`src/rtl/mem_boot_arbiter.sv`:
```
// Two-master arbiter in front of one slave bus. The CPU master is held off until the
// firmware loader signals boot_done, and a slave that stalls too long is aborted with ERR_DATA.
module mem_boot_arbiter #(
  parameter int unsigned TIMEOUT  = 1024,
  parameter logic [31:0] ERR_DATA = 32'hFFFF_FFFF
) (
  input  logic        clk,
  input  logic        resetn,
  input  logic        m0_valid,
  output logic        m0_ready,
  input  logic [31:0] m0_addr,
  input  logic [31:0] m0_wdata,
  input  logic [3:0]  m0_wstrb,
  output logic [31:0] m0_rdata,
  input  logic        m1_valid,
  output logic        m1_ready,
  input  logic [31:0] m1_addr,
  input  logic [31:0] m1_wdata,
  input  logic [3:0]  m1_wstrb,
  output logic [31:0] m1_rdata,
  output logic        s_valid,
  input  logic        s_ready,
  output logic [31:0] s_addr,
  output logic [31:0] s_wdata,
  output logic [3:0]  s_wstrb,
  input  logic [31:0] s_rdata,
  input  logic        boot_done,
  output logic [1:0]  grant,
  output logic [7:0]  err_count
);

  // state | meaning
  // IDLE  | no owner, arbitrating eligible requests
  // BUSY  | granted master driving the slave bus
  // ABORT | one-cycle error response to the granted master
  localparam logic [1:0] ST_IDLE  = 2'd0;
  localparam logic [1:0] ST_BUSY  = 2'd1;
  localparam logic [1:0] ST_ABORT = 2'd2;

  // Last wait-count value seen in BUSY before the abort; the abort cycle itself is the TIMEOUT-th.
  localparam logic [15:0] WAIT_LAST = 16'(TIMEOUT - 2);

  logic [1:0]  state;
  logic [1:0]  grant_q;
  logic        boot_q;
  logic        last_m1;
  logic [15:0] wait_cnt;
  logic [7:0]  err_q;

  logic elig0, elig1, pick_m1, gnt_m1, sel_valid, busy, abort;

  always_comb begin
    elig0     = m0_valid;
    elig1     = m1_valid & boot_q;
    pick_m1   = elig1 & (~elig0 | ~last_m1);
    gnt_m1    = grant_q[1];
    sel_valid = gnt_m1 ? m1_valid : m0_valid;
    busy      = (state == ST_BUSY);
    abort     = (state == ST_ABORT);
  end

  always_ff @(posedge clk or negedge resetn) begin
    if (!resetn) begin
      state    <= ST_IDLE;
      grant_q  <= 2'b00;
      boot_q   <= 1'b0;
      last_m1  <= 1'b1;
      wait_cnt <= 16'd0;
      err_q    <= 8'd0;
    end else begin
      boot_q <= boot_q | boot_done;
      case (state)
        ST_IDLE: begin
          if (elig0 || elig1) begin
            state    <= ST_BUSY;
            grant_q  <= pick_m1 ? 2'b10 : 2'b01;
            wait_cnt <= 16'd0;
          end
        end
        ST_BUSY: begin
          if (!sel_valid) begin
            state   <= ST_IDLE;
            grant_q <= 2'b00;
          end else if (s_ready) begin
            state   <= ST_IDLE;
            grant_q <= 2'b00;
            last_m1 <= gnt_m1;
          end else begin
            wait_cnt <= wait_cnt + 16'd1;
            if (wait_cnt == WAIT_LAST) state <= ST_ABORT;
          end
        end
        ST_ABORT: begin
          state   <= ST_IDLE;
          grant_q <= 2'b00;
          last_m1 <= gnt_m1;
          if (err_q != 8'hFF) err_q <= err_q + 8'd1;
        end
        default: begin
          state   <= ST_IDLE;
          grant_q <= 2'b00;
        end
      endcase
    end
  end

  always_comb begin
    s_valid  = busy & sel_valid;
    s_addr   = 32'd0;
    s_wdata  = 32'd0;
    s_wstrb  = 4'd0;
    if (busy) begin
      s_addr  = gnt_m1 ? m1_addr  : m0_addr;
      s_wdata = gnt_m1 ? m1_wdata : m0_wdata;
      s_wstrb = gnt_m1 ? m1_wstrb : m0_wstrb;
    end
    m0_ready = (busy & grant_q[0] & m0_valid & s_ready) | (abort & grant_q[0]);
    m1_ready = (busy & grant_q[1] & m1_valid & s_ready) | (abort & grant_q[1]);
    m0_rdata = 32'd0;
    m1_rdata = 32'd0;
    if (busy && grant_q[0])  m0_rdata = s_rdata;
    if (busy && grant_q[1])  m1_rdata = s_rdata;
    if (abort && grant_q[0]) m0_rdata = ERR_DATA;
    if (abort && grant_q[1]) m1_rdata = ERR_DATA;
  end

  assign grant     = grant_q;
  assign err_count = err_q;

endmodule

```
`config.mk`:
```
export PLATFORM = sky130hd
export DESIGN_NAME = mem_boot_arbiter
export DESIGN_NICKNAME = d
export VERILOG_FILES = /design/src/rtl/mem_boot_arbiter.sv
export SDC_FILE = /design/constraint.sdc
export NUM_CORES = 1
export LEC_CHECK = 0
export BUFFER_PORTS_ARGS = -buffer_cell sky130_fd_sc_hd__buf_2
export CAP_MARGIN = 15
export CORE_AREA = 2 2 124 126
export CTS_CLUSTER_DIAMETER = 40
export DETAILED_ROUTE_END_ITERATION = 8
export DIE_AREA = 0 0 126 128
export SLEW_MARGIN = 20
export SYNTH_ARGS = -nofsm -noshare
export SYNTH_HDL_FRONTEND = slang
export SYNTH_SLANG_ARGS = --single-unit
```
`constraint.sdc`:
```
create_clock -name clk -period 1.8 [get_ports clk]
set_input_delay 0 -clock clk [delete_from_list [all_inputs] [get_ports clk]]
set_output_delay 0 -clock clk [all_outputs]
set_load 0.01 [all_outputs]
```
# Yosys cells after proc, flatten, opt, wreduce, memory -nomap -nowiden
# Index checks and enable logic that the tools add are counted.
op_classes:
  add_sub_neg: 2
  n_mul: 0
  div: 0
  n_lt_le_gt_ge: 0
  n_eq_ne: 10
  n_shift: 0
  mux: 28
  bitwise_logic: 17
  n_reduce_logical: 13
op_table:
  columns: ["cell", "count"]
  rows:
  - ["32-bit two-way mux", 8]
  - ["16-bit two-way mux", 3]
  - ["16-bit case mux with 2 select lines", 1]
  - ["16-bit by 1-bit adder with 16-bit output (second input constant)", 1]
  - ["16-bit by 10-bit == test with 1-bit output (second input constant)", 1]
  - ["2-bit two-way mux", 8]
  - ["1-bit AND", 11]
  - ["8-bit by 1-bit adder with 8-bit output (second input constant)", 1]
  - ["4-bit two-way mux", 2]
  - ["2-bit != test (second input constant)", 4]
  - ["8-bit != test (second input constant)", 1]
  - ["2-bit case mux with 2 select lines", 2]
  - ["2-bit AND reduction", 3]
  - ["1-bit logical AND", 4]
  - ["4-bit by 3-bit != test with 1-bit output (second input constant)", 1]
  - ["1-bit OR", 4]
  - ["4-bit AND reduction", 1]
  - ["2-bit nonzero test", 2]
  - ["1-bit two-way mux", 3]
  - ["3-bit != test (second input constant)", 1]
  - ["3-bit AND reduction", 1]
  - ["2-bit by 1-bit == test with 1-bit output (second input constant)", 1]
  - ["2-bit == test (second input constant)", 1]
  - ["2-bit logical NOT", 1]
  - ["other kinds (3)", 4]
word_totals:
  ff_bits: 30
  latch_bits: 0
  ramBits: 0
  romBits: 0
  input_bits: 174
  output_inout_bits: 145
  wordCells: 76
  memories: 0

# Longest topological paths before layout
depth:
  depth_word: 6
  mapped_depth: 6
  depth_no_buf: 5

# Least setup slack after synthesis
# No wires, ideal clock.
synth_timing:
  kind: "register to register"
  start: "register grant_q[1] (netlist: grant[1])"
  end: "register grant_q[1] (netlist: grant[1])"
  setup_ns: 0.122
  t_arrival_ns: 1.440
  required_time_ns: 1.678
  path_slack_ns: 0.239
  path_stages_with_launch: 7
  path_buffers: 2
  synth_period_minus_slack_ns: 1.561
  path_cell_list: "dfrtp_1 buf_4 mux2_4 buf_4 nand2_1 o31ai_1 a32o_1"
synth_between:
  elab_chain_cells: 3
synth_rtl:
  columns: ["item", "line", "rtl"]
  rows:
  - ["start, declared", "44", "logic [1:0] grant_q;"]
  - ["start signal, assigned", "76", "grant_q <= pick_m1 ? 2'b10 : 2'b01;"]
  - ["1-bit two-way mux (*)", "57", "sel_valid = gnt_m1 ? m1_valid : m0_valid;"]
  - ["2-bit two-way mux or 3-bit != test (tied branches)", null, null]
  - ["2-bit case mux with 2 select lines or 2-bit AND reduction (tied branches)", null, null]
# Every way passes the cells marked *; elsewhere a longest branch is shown, timed or not.
# A chain may end at the register's enable or synchronous reset.

# Worst setup path in the final report
layout_timing:
  start: "register grant_q[1] (netlist: grant[1])"
  end: "output m1_rdata[5]"
layout_between:
  elab_chain_cells: 3
layout_rtl:
  columns: ["item", "line", "rtl"]
  rows:
  - ["1-bit logical AND", "122", "if (busy && grant_q[1]) m1_rdata = s_rdata;"]
  - ["32-bit two-way mux", "122", null]
  - ["32-bit two-way mux (*)", "124", "if (abort && grant_q[1]) m1_rdata = ERR_DATA;"]
  - ["end, declared", "20", "output logic [31:0] m1_rdata,"]
# Marks and branches as above.

==> results.cfg <==
[route]
drcViolationCount = 0
drt-pass1-iter-count = 4
detail_route.wl_per_cell_um = 16.48
routed_via_density = 4.574
drtIter0Drc = 236
finalWirelength_mm = 14.63
num_vias = 4062
ant_nets = 0

[final_layout]
mostFrequentLayoutCells = 318 x buf_2, 78 x nor2_1, 67 x mux2i_1
nFillCells = 1570
regArea_sq_um = 758.2
postLayoutCellArea_sq_um = 5225
syn2layout_area_growth_pct = 66.71
drive_gt1_frac = 0.5179
layout_commonest_cell = buf_2
final_nets = 877
multi_input_area_sq_um = 2221
fin_util = 0.3515

[floorplan]
core_area_sq_um = 14860
io_pins = 319
rows = 45
design.die.area_sq_um = 16130
start_util = 0.2109
die_w_um = 126
die_h_um = 128

[logic_synthesis]
synth_flop_cell = dfrtp_1
ys_warn_count = 0
synth_edf_count = 0
syn-num-nets = 565
syn_area_sq_um = 3134
synth-seq-area-share = 0.2399
async_reset_ff_frac = 1.000
synth_cell_types = 39
ys_seq_elements = 30
synth_area_per_cell_sq_um = 8.078
syn-instance-count = 388

[placement]
place.gp.congestion = 0.8776
io_buffers = 318
placed_cell_area_sq_um = 5022
hpwl_mm = 11.58

[power]
finalPower_w = 0.004792
leakagePower_nw = 3.415
power.density_nw_per_um2 = 917.1
vdd_drop_max_uv = 456.8

[timing]
period_minus_slack_ns = 1.719
fmax_ghz = 0.5819
hold_violations = 0
whs_ns = 0.08707
slew_headroom = 0.5436
worstMarginPinSlew_ns = 0.6846
final-setup-viol-count = 0
finalClockSkew_ns = 0.003669
setup_tns_ns = 0
grt_setup_unrepaired = no
report.final.slew_viol_count = 0
min_period_over_period = 0.9548

[global_routing]
grt_max_degree = 52
grt.total_usage = 0.1558
grt_overflow = 0
grt_pass1_vias = 3498
antenna_found_initial = 3
grt_pass1_wl_mm = 20.07

[setup_path]
cpPeakStageDelay_ns = 0.48
critical_path.reg2reg.endpoint = wait_cnt[14]
crit_chain = buf_16, inv_1, nor2_2, buf_12, a21o_1, buf_2
required_ns = 1.80
r2r_cells = 5
cp-end-kind = primary output
endpoint = m1_rdata[5]
cp_max_fo = 32
arrival_ns = 1.72
cp_slowest_cell = dfrtp_4
startpoint = grant[1]
r2r_slack_ns = 0.20
r2r-start = wait_cnt[1]
worstSetupPathType = reg -> out
critPathLaunchType = flip-flop

[cts]
htree_levels = 2
clk_latency_ns = 0.27
cts_buffers = 5
clkTransAtPathRegs_ns = 0.05
cts_tree = built
post_cts_buffers = 0
clk_path_buf_depth = 2
cts.sinks = 30
cts-root-buf = clkbuf_16

[outcome]
status = finished, final reports clean

[min_path]
worstHoldPathType = in -> reg

[flow_run]
max_cap_violations = 0
## layout make-up
type	instances	share of cell area
Timing Repair Buffer	338	0.3534
Multi-Input combinational cell	319	0.4250
Sequential cell	30	0.1451
Inverter	6	0.004310
Clock buffer	6	0.02658
Tap cell	188	0.04502
Antenna cell	1	0.0004789
## worst min-delay path by stage
stage,cells past startpoint,slack [ns],end,startpoint
after floorplan,0,-0.30,boot_q,resetn
after global placement,1,0.08,err_count[4],resetn
after detailed placement,1,0.08,err_count[1],resetn
after CTS,2,0.09,grant[0],m0_valid
after global routing,2,0.12,grant[0],m0_valid
final,2,0.09,grant[0],m0_valid
## repair_timing
action / CTS / global route
cloned: 0 / 1
setup endpoints to repair: 11 / 60
gates resized for setup: 1 / 4
hold buffers: 2 / 0
endpoints found under the hold margin: 30 / 0
## cells by family after synthesis
logic type,count (synthesis),share of synthesized area
AOI/OAI and AO/OA,96,0.2184
xor gates and xnor gates,11,0.03074
adders and majority gates,3,0.01198
buffers and inverters,39,0.05589
DFF,30,0.2399
muxes,70,0.2255
and+or+nand+nor,139,0.2176
## report_power, final
group	internal (W)	switching, W	total, W
registers	0.000741	0.0000814	0.000823
clock network	0.000532	0.000271	0.000803
logic	0.00143	0.00173	0.00317
total	0.00271	0.00209	0.00479
## metal layers
metal,vias to the layer above,wire length [um],GRT usage
li1,2003,-,-
met3,17,991,0.02504
met1,1882,6738,0.2332
met2,160,6624,0.2312
met5,-,0,0
met4,0,279,0.04137
## stage by stage
stage / std cells / setup slack (ns)
4_1_cts: 886 / 0.01739
3_5_place_dp: 878 / 0.2005
2_1_floorplan: 388 / 0.2386
6_report: 888 / 0.08141
3_3_place_gp: 878 / 0.2295
5_1_grt: 888 / 0.001786
## Yosys cell counts, drive strengths merged, types with 7 or more instances
| master | n | area [sq um] |
|---|---|---|
| nor2 | 80 | 300.3 |
| mux2i | 68 | 680.7 |
| a21o | 64 | 480.5 |
| dfrtp | 29 | 725.7 |
| buf | 21 | 107.6 |
| clkbuf | 12 | 45.04 |
| nand4 | 10 | 75.07 |
| a21oi | 9 | 45.04 |
| nand2 | 9 | 33.78 |
| o21ai | 9 | 45.04 |
| nand3 | 8 | 40.04 |
| and2 | 7 | 43.79 |
## worst max-delay path, delay by kind of cell (launching register included)
kind / cells / cell delay, ns
buffers and inverters: 4 / 0.64
flip-flops: 1 / 0.48
AND/OR/NAND/NOR: 1 / 0.16
AO/OA/AOI/OAI: 1 / 0.16
## state kept, by name (all words and copies together), names as in the netlist
name and flops:
err_count 8, last_m1 1, grant 2, wait_cnt 16, state 2, boot_q 1
No activity file was read; power rests on OpenSTA's default activity.
